===== src/rtl/serial_adder.sv =====
// Bit-serial ripple adder: adds two WIDTH-bit operands one bit per clock,
// LSB first, using two chained half adders and a carry flip-flop.
// A start/busy/done handshake wraps the datapath; sum/cout are registered
// and only change on the completion edge.

module half_adder (
  input  logic a,
  input  logic b,
  output logic s,
  output logic c
);
  assign s = a ^ b;
  assign c = a & b;
endmodule

module serial_adder #(
  parameter int WIDTH = 8
) (
  input  logic             clk,
  input  logic             rst_n,
  input  logic             start,
  input  logic [WIDTH-1:0] a,
  input  logic [WIDTH-1:0] b,
  input  logic             cin,
  output logic             busy,
  output logic             done,
  output logic [WIDTH-1:0] sum,
  output logic             cout
);

  // Counter only needs to reach WIDTH-1; keep it at least one bit wide.
  localparam int CW = (WIDTH > 1) ? $clog2(WIDTH) : 1;
  localparam logic [CW-1:0] LAST = CW'(WIDTH - 1);

  typedef enum logic [1:0] {
    S_IDLE,
    S_ADD,
    S_DONE
  } state_t;

  state_t           r_state;
  logic [WIDTH-1:0] r_a_sh;
  logic [WIDTH-1:0] r_b_sh;
  logic [WIDTH-1:0] r_acc;
  logic             r_c;
  logic [CW-1:0]    r_cnt;
  logic             r_busy;
  logic             r_done;
  logic [WIDTH-1:0] r_sum;
  logic             r_cout;

  logic             w_s1;
  logic             w_c1;
  logic             w_s;
  logic             w_c2;
  logic             w_carry;
  logic [WIDTH-1:0] w_acc_next;

  // Full adder for the current bit: (a ^ b) then (^ carry), carries ORed.
  half_adder u_ha0 (
    .a (r_a_sh[0]),
    .b (r_b_sh[0]),
    .s (w_s1),
    .c (w_c1)
  );

  half_adder u_ha1 (
    .a (w_s1),
    .b (r_c),
    .s (w_s),
    .c (w_c2)
  );

  assign w_carry = w_c1 | w_c2;

  // New sum bit enters at the MSB so after WIDTH shifts bit 0 sits at LSB.
  generate
    if (WIDTH == 1) begin : g_acc_w1
      assign w_acc_next = w_s;
    end else begin : g_acc_wn
      assign w_acc_next = {w_s, r_acc[WIDTH-1:1]};
    end
  endgenerate

  // Control FSM and serial datapath; all outputs come straight from registers.
  always_ff @(posedge clk) begin
    if (!rst_n) begin
      r_state <= S_IDLE;
      r_a_sh  <= '0;
      r_b_sh  <= '0;
      r_acc   <= '0;
      r_c     <= 1'b0;
      r_cnt   <= '0;
      r_busy  <= 1'b0;
      r_done  <= 1'b0;
      r_sum   <= '0;
      r_cout  <= 1'b0;
    end else begin
      r_done <= 1'b0;
      case (r_state)
        S_IDLE: begin
          if (start) begin
            r_a_sh  <= a;
            r_b_sh  <= b;
            r_c     <= cin;
            r_acc   <= '0;
            r_cnt   <= '0;
            r_busy  <= 1'b1;
            r_state <= S_ADD;
          end
        end
        S_ADD: begin
          r_a_sh <= r_a_sh >> 1;
          r_b_sh <= r_b_sh >> 1;
          r_c    <= w_carry;
          r_acc  <= w_acc_next;
          r_cnt  <= r_cnt + CW'(1);
          if (r_cnt == LAST) begin
            // Last bit: publish the result including the bit just computed.
            r_sum   <= w_acc_next;
            r_cout  <= w_carry;
            r_busy  <= 1'b0;
            r_done  <= 1'b1;
            r_state <= S_DONE;
          end
        end
        S_DONE: begin
          r_state <= S_IDLE;
        end
        default: begin
          r_state <= S_IDLE;
        end
      endcase
    end
  end

  assign busy = r_busy;
  assign done = r_done;
  assign sum  = r_sum;
  assign cout = r_cout;

endmodule


===== config.mk =====
export PLATFORM = sky130hd
export DESIGN_NAME = serial_adder
export DESIGN_NICKNAME = d
export VERILOG_FILES = /design/src/rtl/serial_adder.sv
export SDC_FILE = /design/constraint.sdc
export NUM_CORES = 1
export LEC_CHECK = 0
export ABC_AREA = 1
export CAP_MARGIN = 25
export CORE_ASPECT_RATIO = 0.8
export CORE_MARGIN = 2
export CORE_UTILIZATION = 50
export CTS_CLUSTER_DIAMETER = 150
export DETAILED_ROUTE_END_ITERATION = 10
export GPL_TIMING_DRIVEN = 0
export PLACE_DENSITY = 0.76
export SETUP_SLACK_MARGIN = 0.15
export SYNTH_ARGS = -nofsm -noshare
export SYNTH_HDL_FRONTEND = slang
export SYNTH_SLANG_ARGS = --single-unit

===== constraint.sdc =====
create_clock -name clk -period 2 [get_ports clk]
set_clock_uncertainty 0.05 [all_clocks]
set_input_delay 0.5 -clock clk [delete_from_list [all_inputs] [get_ports clk]]
set_output_delay 0.5 -clock clk [all_outputs]
set_load 0.05 [all_outputs]

Word level (Yosys, flattened, before mapping)
Cells that the tools add are included.

cells by class
  eq/ne operators = 4
  mux-type cells = 17
  reductions and logical operators = 7
  add/subtract/negate cells = 1
  bitwise operators = 5

operators with widths
  cell                                                                   number
  8-bit one-hot mux with 2 select lines                                  3
  8-bit 2-to-1 mux                                                       3
  2-bit AND reduction                                                    4
  3-bit one-hot mux with 2 select lines                                  1
  1-bit 2-to-1 mux                                                       4
  2-bit 2-to-1 mux                                                       2
  2-bit != test, second input constant                                   2
  1-bit one-hot mux with 2 select lines                                  2
  2-bit one-hot mux with 2 select lines                                  1
  3-bit by 1-bit adder with 3-bit output, second input constant          1
  3-bit equality test, second input constant                             1
  3-bit 2-to-1 mux                                                       1
  3-bit AND reduction                                                    1
  1-bit bitwise AND                                                      2
  2-bit by 1-bit equality test with 1-bit output, second input constant  1
  2-bit zero test                                                        1
  2-bit nonzero test                                                     1
  1-bit bitwise XOR                                                      2
  1-bit bitwise OR                                                       1

word-level totals
  bits of input ports = 20
  bits in registers = 41
  output and inout bits = 11
  word-level logic and storage cells = 44

Longest topological paths before layout
Gate-level depths: netlist (run 1).

  depth after elaboration = 4
  mapped depth = 7
  mapped depth without buffers = 6

Hierarchy
A second synthesis (run 1) with hierarchy kept.

second synthesis, totals
  cells, all modules = 277
  area total of the unflattened synthesis = 1883.1 um^2

modules (own cells, without submodules)
  module        sequential area each (um^2)  area each (um^2)  times used  cells each
  serial_adder  800.8                        1858.0            1           275
  half_adder    0.0                          12.5              2           1

Worst setup path before layout (run 1)
OpenSTA, ideal clock, no wires.

  path kind = flip-flop to flip-flop
  start = reg r_cnt[0]
  end = reg r_cout, in the netlist cout
  buffers on the path = 1
  cell stages (with the launch flop) = 7
  clock period less this slack = 1.419 ns
  slack = 0.581 ns
  arrival time = 1.236 ns
  data required time = 1.818 ns
  library setup time = 0.132 ns
  cell sequence = dfxtp_1 ha_1 ha_1 clkbuf_1 nand3_2 nand2_1 a21oi_1

on the way
  word-level cells in the longest chain between the ends = 2

ends and longest elaborated chain
  what                           RTL line  source
  start: declaration             46        logic [CW-1:0] r_cnt;
  start signal: assignment       117       r_cnt <= r_cnt + CW'(1);
  3-bit equality test            118       if (r_cnt == LAST) begin
  2-bit AND reduction (no line)  -
  end signal: assignment         121       r_cout <= w_carry;
  end: declaration               50        logic r_cout;

Every way passes these cells.
A chain may end at the register's enable or synchronous reset.

Worst setup path after layout (run 1)
  start = reg r_sum[2], in the netlist sum[2]
  end = out sum[2]

RTL lines
  what                      RTL line  source
  start: declaration        49        logic [WIDTH-1:0] r_sum;
  start signal: assignment  120       r_sum <= w_acc_next;
  end: declaration          27        output logic [WIDTH-1:0] sum,

No word-level cell between the ends.

==> results of run 1 <==
## flip-flops by register name, summed over array words and instances, names as in the netlist
register / count
cout: 1
r_cnt: 3
done: 1
r_a_sh: 8
busy: 1
r_state: 2
r_b_sh: 8
r_c: 1
sum: 8
r_acc: 7
## through the flow
step	cell area (um2)	util, %
final	2240	65.0
after global routing	2240	65.0
after CTS	2240	65.0
after detailed placement	2150	62.3
after global placement	2150	62.3
after floorplan	1800	-
## timing repair
item / CTS / global route
resized for setup: 11 / 2
setup buffers: 0 / 0
pin swaps: 0 / 0
setup endpoints to repair: 11 / 1
## worst register-to-register path, stage by stage (launching register included)
cell and delay (ns):
dfxtp_1 0.35, ha_1 0.18, ha_1 0.15, clkbuf_2 0.23
nand3_2 0.24, nand2_1 0.13, a21oi_1 0.06
## layout by cell type, fill, tap and decap left out
cell	n
nor3_1	2
buf_2	4
clkdlybuf4s50_1	18
buf_4	5
dfxtp_1	40
nor2_4	1
clkinv_2	1
nand3_1	26
dlygate4sd2_1	11
inv_4	1
clkbuf_1	3
fa_1	1
nand3_2	1
nand2_1	78
o21ai_0	1
clkbuf_2	1
nand3b_1	15
buf_6	2
a21oi_1	21
o21ai_4	1
clkbuf_8	5
ha_1	3
buf_1	1
bufinv_16	1
inv_1	3
nand2_2	2
nor2_1	34
## power by group through the flow
stage	clock, uW	combinational [uW]	sequential (uW)
3_5_place_dp	0	236	870
6_report	644	236	852
5_1_grt	684	266	856
3_3_place_gp	0	233	869
4_1_cts	653	236	852
2_1_floorplan	0	155	871
## cell type report
| type | instances | area share (%) |
|---|---|---|
| repair buffers | 29 | 12.3 |
| clock inverters | 2 | 1.56 |
| inverters | 4 | 0.781 |
| plain buffers | 15 | 4.30 |
| flip-flops and latches | 40 | 35.7 |
| multi-input cells | 186 | 39.7 |
| clock buffers | 6 | 3.24 |
| well taps | 42 | 2.34 |
## cells by family after synthesis
group                    after synthesis  share of synthesized area, %
AND/OR/NAND/NOR                      159                          39.2
flip-flops                            40                          44.4
AO/OA/AOI/OAI                         23                          7.00
buffers and inverters                 19                          6.24
adder cells (fa/ha/maj)                4                          3.19
## final timing paths
check,from,endpoint,slack [ns],cells past startpoint
setup / recovery,sum[2],sum[2],0.30,1
setup reg to reg,r_cnt[0],sum[1],0.49,6
hold reg to reg,busy,busy,0.41,2
hold / removal,busy,busy,0.41,2
## per-layer routing
metal  GRT usage [%]  vias up
met5               0        -
met4            8.09        0
met3            4.70        8
met2            30.8       41
met1            30.1      724
li1                -      863
==> results.md, run 1 <==
- Total GRT Usage: about a fifth
- Die width: 71.2 um
- Crit path largest cell delay: between 0.5 and 0.6 ns
- Sequential area share after synthesis: around 44%
- Nets: around 310
- Post-route clock period utilization: a little under nine tenths
- Max FO, Critical Path: 2
- RSZ-0062 raised after global routing: false
- WS Path Type: register to output port
- Net switching power: approximately 420 uW
- Status: finished clean
- Vias per cell: 5.05
- Clock sinks: 40
- Clock share of power: 37.2%
- Core area: 3450 um2
- Area Growth Syn to Fin: 24.3%
- Synth warn: 0
- WL met1: around 2100 um
- Place WS: 0.122 ns
- Ys async rst share: 0%
- Hpwl dp: 2770 um
- Dominant cell by count in the synthesized netlist: nand2_1
- Final Hold Fails: 0
- Top cell type by total area after synthesis: dfxtp_1
- RD Place Congestion: roughly 0.74
- Slowest cell on the critical path: dlygate4sd2_1
- I/O Buffers: 29
- Count of cell types in the netlist: 21
- Setup TNS: 0 ns
- Detail Route met2 WL: 1660 um
- DR top layer: met4
- Cells after Synth: 245
- CTS tree: done
- First-pass GRT wire length: 6650 um
- Antenna violations before repair: 0
- Die ar.: 4110 um2
- Die Ht: 57.7 um
- Rel. slew slack: 67.2%
- # setup viols final: 0
- Combinational share of power: between 10% and 20%
- Worst Path Required: 1.45 ns
- Routed wire length on met3: 179 um
- Non-filler instance count after layout: 324
- Cell area after synthesis: 1800 um2
- Multi-input logic area: 891 um2
- Residual DRC: 0
- Cell Chain, Critical Path: dlygate4sd2_1
- Power per cell area: 773 nW/um2
- Vias in the first global route: approximately 1500
- Worst hold path type: register to register
- Ant diodes: 0
- Total CTS buffers: 5
- # rows: 19
- Period minus WS final: 1.70 ns
- Detail-routed net length per standard cell: 12.3 um
- Arrival time at the worst endpoint: about 1.2 ns
- CP top delay family: buffers and inverters
- Via count: 1636
- Top cells by count, synth: nand2_1, dfxtp_1, nor2_1, nand3_1, a21oi_1
- WHS: 0.408 ns
- Net Sw Frac: 24.4%
- Largest net degree at the start of global routing: 13
- IO Pins: 31
- Violation count after the first detailed-route iteration: 160
- Post-cts hold buffer count: 0
- VDD IR-drop max: 0.637 mV
- Worst setup margin: 0.298 ns
- CP bufs+invs: 1
- Max_cap viols: 0
- Area fraction of the dominant cell type after synthesis: 44.4%
- Worst-Skew Late Latency: 0.29 ns
- Remaining Overflow, GRT: 0
- Register area: 801 um2
- Placed cells: ~320
- Syn Nets: 269
- Share of post-route cells with drive strength above 1: 8.87%
- Post-synth top flop: dfxtp_1
- DR pass1 iterations: 4
- Flip-flop and latch count after synthesis: 40
- Crit. End Element: output port
- Sequential share of power: 49.2%
- Clk root buf: clkbuf_8
- Syn_area_per_cell: 7.36 um2
- DRT antenna net count: 0
- Starting Density: ~52%
- Worst-path clk slew: approximately 0.070 ns
- Total power: 1730 uW
- Actual slew at the worst max-slew pin: 0.493 ns
- Internal power: 1310 uW
- CTS H-tree lvls: 2
- Pleak: 0.000994 uW
- FILL cells: 317
- Synth area leaders: dfxtp_1, nand2_1, nand3_1
- Peak Freq: between 500 and 600 MHz
- Post-synth EDFFs: 0
- Total Wirelength: 4000 um
- Max Transition Viols Final: 0
- Worst Setup Start Kind: register
- CTS Buffer Depth: 2
(Power assumes the default switching activity.)
==> run 2, diff against run 1 <==
--- a/config.mk
+++ b/config.mk
@@ -9,11 +9,11 @@
 export CAP_MARGIN = 25
 export CORE_ASPECT_RATIO = 0.8
 export CORE_MARGIN = 2
-export CORE_UTILIZATION = 50
+export CORE_UTILIZATION = 47
 export CTS_CLUSTER_DIAMETER = 150
 export DETAILED_ROUTE_END_ITERATION = 10
 export GPL_TIMING_DRIVEN = 0
-export PLACE_DENSITY = 0.76
+export PLACE_DENSITY = 0.75
 export SETUP_SLACK_MARGIN = 0.15
 export SYNTH_ARGS = -nofsm -noshare
 export SYNTH_HDL_FRONTEND = slang
==> constraint.sdc (replaced) <==
create_clock -name clk -period 1.5 [get_ports clk]
set_clock_uncertainty 0.05 [all_clocks]
set_input_delay 0.375 -clock clk [delete_from_list [all_inputs] [get_ports clk]]
set_output_delay 0.375 -clock clk [all_outputs]
set_load 0.05 [all_outputs]
==> results.md, run 2 (synthesized netlist as in run 1, its figures left out) <==
- Status: finished clean (unchanged)
- Crit path largest cell delay: 0.33 ns (was 0.53 ns)
- Non-filler instance count after layout: 332 (was 324)
- Total GRT Usage: 20.5% (was 21.0%)
- Most frequent cells in the layout: nand2_1, dfxtp_1, nor2_1 (unchanged)
- Actual slew at the worst max-slew pin: 0.506 ns (was 0.493 ns)
- WS Path Type: register to output port (unchanged)
- # rows: 20 (was 19)
- Crit. End Element: output port (unchanged)
- I/O Buffers: 29 (unchanged)
- Share of post-route cells with drive strength above 1: 17.0% (was 8.87%)
- # setup viols final: 0 (unchanged)
- Multi-input logic area: 935 um2 (was 891 um2)
- Starting Density: 48.4% (was 52.3%)
- Via count: 1711 (was 1636)
- Pleak: 0.000999 uW (was 0.000994 uW)
- DRT antenna net count: 0 (unchanged)
- IO Pins: 31 (unchanged)
- Period minus WS final: 1.32 ns
- Place WS: -0.283 ns (was 0.122 ns)
- Die width: 73.3 um (was 71.2 um)
- Arrival time at the worst endpoint: 0.90 ns (was 1.15 ns)
- Nets: 311 (was 305)
- Rel. slew slack: 66.3% (was 67.2%)
- Die Ht: 59.4 um (was 57.7 um)
- Remaining Overflow, GRT: 0 (unchanged)
- Worst hold path type: input port to register (was register to register)
- Worst hold path stage count: 3 (was 2)
- RSZ-0062 raised after global routing: false (unchanged)
- Register area: 805 um2 (was 801 um2)
- Cell Chain, Critical Path: buf_2 (was dlygate4sd2_1)
- Max FO, Critical Path: 2 (unchanged)
- WL met1: 2160 um (was 2100 um)
- Max_cap viols: 0 (unchanged)
- Worst R2R Path Depth: 6 (unchanged)
- Total CTS buffers: 5 (unchanged)
- Violation count after the first detailed-route iteration: 130 (was 160)
- Final Hold Fails: 0 (unchanged)
- Vias in the first global route: 1492 (was 1450)
- Ant diodes: 0 (unchanged)
- Clk root buf: clkbuf_8 (unchanged)
- Area Growth Syn to Fin: 30.1% (was 24.3%)
- CTS Buffer Depth: 2 (unchanged)
- FILL cells: 350 (was 317)
- R2r setup slk: 0.22 ns (was 0.49 ns)
- Sequential share of power: 48.0% (was 49.2%)
- RD Place Congestion: 0.755 (was 0.742)
- Core area: 3730 um2 (was 3450 um2)
- Vias per cell: 5.15 (was 5.05)
- Clock sinks: 40 (unchanged)
- R2R Path Start: r_cnt[0] (unchanged)
- Combinational share of power: 14.4% (was 13.6%)
- Worst Setup Start Kind: register (unchanged)
- Hpwl dp: 2780 um (was 2770 um)
- CP top delay family: flip-flops (was buffers and inverters)
- Worst-path clk slew: 0.08 ns (was 0.07 ns)
- Total Wirelength: 4460 um (was 4000 um)
- Slowest cell on the critical path: dfxtp_1 (was dlygate4sd2_1)
- Capturing point of the worst reg2reg path: sum[3] (was sum[1])
- Post-route clock period utilization: about nine tenths
- CTS H-tree lvls: 2 (unchanged)
- Critical path destination: sum[6] (was sum[2])
- Residual DRC: 0 (unchanged)
- Max Transition Viols Final: 0 (unchanged)
- Antenna violations before repair: 0 (unchanged)
- DP Area: 2150 um2 (about the same)
- CP bufs+invs: 1 (unchanged)
- Commonest non-fill, non-tap cell in the layout: nand2_1 (unchanged)
- Detail-routed net length per standard cell: 13.4 um (was 12.3 um)
- Largest net degree at the start of global routing: 14 (was 13)
- Worst-Skew Late Latency: 0.30 ns (was 0.29 ns)
- Internal power: 1760 uW (was 1310 uW)
- DR pass1 iterations: 4 (unchanged)
- CTS tree: done (unchanged)
- First-pass GRT wire length: 6800 um (was 6650 um)
- Worst Path Required: 1.07 ns (was 1.45 ns)
- Net Sw Frac: 25.6% (was 24.4%)
- Detail Route met2 WL: 1950 um (was 1660 um)
- Number of cells on the critical path: 1 (unchanged)
- Crit path launch: sum[6] (was sum[2])
- Clock share of power: 37.6% (was 37.2%)
- Peak Freq: 755 MHz
- Die ar.: 4350 um2 (was 4110 um2)
- Placed cells: 318 (was 316)
- Worst setup margin: 0.176 ns (was 0.298 ns)
- Power per cell area: 1010 nW/um2 (was 773 nW/um2)
- DR top layer: met4 (unchanged)
- VDD IR-drop max: 0.618 mV (was 0.637 mV)
- Routed wire length on met3: 281 um (was 179 um)
- Final Cell Area: 2350 um2 (was 2240 um2)
- Net switching power: 607 uW (was 422 uW)
-- run 2: changes by cell type in the layout (fill, tap and decap cells not counted), sizes merged --
| cell | previous run | this run |
|---|---|---|
| clkinvlp | 0 | 1 |
| clkbuf | 9 | 12 |
| clkdlybuf4s50 | 18 | 17 |
| dlygate4sd2 | 11 | 1 |
| buf | 12 | 24 |
| nand3 | 27 | 28 |
-- run 2: area by class of cell --
type	instances	share of cell area [%]
Timing Repair Buffer	34	13.2
Clock inverter	3	1.81
Multi-Input combinational cell	187	39.8
Tap cell	44	2.35
Clock buffer	5	2.93
Sequential cell	40	34.3
Inverter	4	0.853
Buffer	15	4.80
-- run 2: worst min-delay path by stage --
stage | to | start | slack, ns
4_1_cts | r_b_sh[0] | rst_n | 0.33
3_3_place_gp | busy | busy | 0.40
2_1_floorplan | r_acc[1] | r_acc[1] | 0.39
6_report | r_b_sh[0] | rst_n | 0.34
5_1_grt | r_b_sh[0] | rst_n | 0.36
3_5_place_dp | busy | busy | 0.40
-- run 2: metrics by stage --
stage          power (uW)  utilization, %  TNS [ns]  hold WS, ns
2_1_floorplan        1370               -         0        0.391
3_3_place_gp         1470            57.7     -5.54        0.401
3_5_place_dp         1480            57.7     -5.83        0.403
4_1_cts              2360            60.4         0        0.333
5_1_grt              2460            63.0         0        0.360
6_report             2370            63.0         0        0.343
-- run 2: layer usage --
metal,up-vias,GRT usage [%]
li1,879,-
met1,781,29.0
met2,45,30.6
met3,6,5.10
met4,0,6.35
met5,-,0
-- run 2: tightest hold or removal path, cell delays in order --
cell and delay (ns):
buf_2 0.17, nand2_1 0.08, nor2_1 0.03
-- run 2: power groups by stage --
stage / Combinational, uW / Clock (uW) / Sequential (uW)
6_report: 341 / 890 / 1140
2_1_floorplan: 206 / 0 / 1160
3_3_place_gp: 312 / 0 / 1160
5_1_grt: 378 / 939 / 1140
4_1_cts: 324 / 898 / 1140
3_5_place_dp: 316 / 0 / 1160
-- run 2: repair_timing --
action / in CTS / in global routing
hold buffers: 0 / 0
setup endpoints to repair: 40 / 35
pin swaps: 2 / 2
buffers inserted: 1 / 3
resized for setup: 59 / 15
gates cloned: 1 / 1
==> run 3, diff against run 2 <==
--- a/config.mk
+++ b/config.mk
@@ -12,8 +12,10 @@
 export CORE_UTILIZATION = 47
 export CTS_CLUSTER_DIAMETER = 150
 export DETAILED_ROUTE_END_ITERATION = 10
+export GPL_ROUTABILITY_DRIVEN = 0
 export GPL_TIMING_DRIVEN = 0
 export PLACE_DENSITY = 0.75
+export RECOVER_POWER = 25
 export SETUP_SLACK_MARGIN = 0.15
 export SYNTH_ARGS = -nofsm -noshare
 export SYNTH_HDL_FRONTEND = slang
==> results.md, run 3 (synthesized netlist as in run 1, its figures left out) <==
- Status: finished clean (unchanged)
- Starting Density: 48.4% (unchanged)
- Non-filler instance count after layout: 332 (unchanged)
- Post-cts hold buffer count: 0 (unchanged)
- Clock sinks: 40 (unchanged)
- Slowest cell on the critical path: dfxtp_1 (unchanged)
- Final Hold Fails: 0 (unchanged)
- Multi-input logic area: 935 um2 (unchanged)
- Vias per cell: 5.15 (unchanged)
- Cell Chain, Critical Path: buf_2 (unchanged)
- Combinational share of power: 14.4% (about the same)
- Total Wirelength: 4450 um (was 4460 um)
- CTS H-tree lvls: 2 (unchanged)
- CTS Buffer Depth: 2 (unchanged)
- Detail-routed net length per standard cell: 13.4 um (about the same)
- Internal power: 1760 uW (about the same)
- Worst hold path stage count: 2 (was 3)
- Area Growth Syn to Fin: 29.9% (was 30.1%)
- Crit path launch: sum[6] (unchanged)
- Max FO, Critical Path: 2 (unchanged)
- R2R Path Start: r_cnt[0] (unchanged)
- Sequential share of power: 48.0% (about the same)
- DR pass1 iterations: 4 (unchanged)
- Net switching power: 607 uW (about the same)
- Residual DRC: 0 (unchanged)
- # rows: 20 (unchanged)
- Commonest non-fill, non-tap cell in the layout: nand2_1 (unchanged)
- Clock share of power: 37.6% (about the same)
- Power per cell area: 1010 nW/um2 (about the same)
- Via count: 1711 (unchanged)
- Capturing point of the worst reg2reg path: sum[3] (unchanged)
- Net Sw Frac: 25.6% (about the same)
- Core Util, Final: 62.9% (was 63.0%)
- Antenna violations before repair: 0 (unchanged)
- FILL cells: 349 (was 350)
- WS Path Type: register to output port (unchanged)
- Ant diodes: 0 (unchanged)
- Worst Path Required: 1.07 ns (about the same)
- Max_cap viols: 0 (unchanged)
- Largest net degree at the start of global routing: 14 (unchanged)
- Max Transition Viols Final: 0 (unchanged)
- Nets: 311 (unchanged)
- DRT antenna net count: 0 (unchanged)
- IO Pins: 31 (unchanged)
- Vias in the first global route: 1492 (unchanged)
- R2r setup slk: 0.22 ns (about the same)
- Die width: 73.3 um (unchanged)
- Actual slew at the worst max-slew pin: 0.505 ns (was 0.506 ns)
- Arrival time at the worst endpoint: 0.90 ns (about the same)
- Hpwl dp: 2780 um (unchanged)
- RSZ-0062 raised after global routing: false (unchanged)
- Worst Setup Start Kind: register (unchanged)
- Crit. End Element: output port (unchanged)
- Die ar.: 4350 um2 (unchanged)
- Die Ht: 59.4 um (unchanged)
- Placed cells: 318 (unchanged)
- Hold Path Sink: sum[0] (was r_b_sh[0])
- Worst hold path type: register to register (was input port to register)
- Total CTS buffers: 5 (unchanged)
- Worst-Skew Late Latency: 0.30 ns (about the same)
- Crit path largest cell delay: 0.33 ns (about the same)
- Min-delay src: sum[0] (was rst_n)
- Rel. slew slack: 66.3% (about the same)
- Remaining Overflow, GRT: 0 (unchanged)
- WHS: 0.416 ns (was 0.343 ns)
- CP top delay family: flip-flops (unchanged)
- Share of post-route cells with drive strength above 1: 16.7% (was 17.0%)
- VDD IR-drop max: 0.618 mV (unchanged)
- Pleak: 0.000996 uW (was 0.000999 uW)
- Core area: 3730 um2 (unchanged)
- Most frequent cells in the layout: nand2_1, dfxtp_1, nor2_1 (unchanged)
- DP Area: 2150 um2 (unchanged)
- Peak Freq: 755 MHz (unchanged)
- Worst R2R Path Depth: 6 (unchanged)
- Period minus WS final: 1.32 ns (unchanged)
- I/O Buffers: 29 (unchanged)
- Total GRT Usage: 20.5% (unchanged)
- CP bufs+invs: 1 (unchanged)
- Worst-path clk slew: 0.08 ns (about the same)
- Post-route clock period utilization: 88.3% (unchanged)
- Clk root buf: clkbuf_8 (unchanged)
- CTS tree: done (unchanged)
- Register area: 805 um2 (unchanged)
- First-pass GRT wire length: 6800 um (unchanged)
- Violation count after the first detailed-route iteration: 130 (unchanged)
- # setup viols final: 0 (unchanged)
- Final Cell Area: 2340 um2 (was 2350 um2)
-- run 3: how the worst max path moves through the flow --
stage	end	depth (start not counted)
after detailed placement	r_acc[4]	5
after global placement	r_acc[4]	5
after CTS	sum[3]	6
final	sum[6]	1
after global routing	done	4
after floorplan	cout	6
-- run 3: through the flow --
stage	setup slack, ns	power, uW	TNS, ns
floorplan	0.200	1370	0
global placement	-0.268	1470	-5.54
detailed placement	-0.283	1480	-5.83
CTS	0.151	2360	0
global route	0.145	2460	0
finish	0.176	2370	0
-- run 3: what timing repair did --
item                                    CTS  global route
gates resized for setup                  59            15
pin swaps                                 2             2
cloned                                    1             1
endpoints found under the setup margin   40            35
setup buffers                             1             3
-- run 3: cell type report --
| cell class | count | share of cell area [%] |
|---|---|---|
| inverters | 4 | 0.854 |
| clock buffers | 5 | 2.94 |
| plain buffers | 15 | 4.64 |
| flip-flops and latches | 40 | 34.3 |
| clock inverters | 3 | 1.82 |
| well taps | 44 | 2.35 |
| multi-input cells | 187 | 39.9 |
| repair buffers | 34 | 13.2 |
-- run 3: layer usage --
metal / part of all wire [%] / wire [um] / track usage (%)
met5: 0 / 0 / 0
met4: 1.3 / 58 / 6.35
met1: 49 / 2160 / 29.0
met3: 6.3 / 281 / 5.10
met2: 44 / 1950 / 30.6
-- run 3: power by group through the flow --
stage	registers, uW	clock network, uW	logic (uW)
floorplan	1160	0	206
finish	1140	890	340
detailed placement	1160	0	316
global placement	1160	0	312
global route	1140	939	377
CTS	1140	898	324
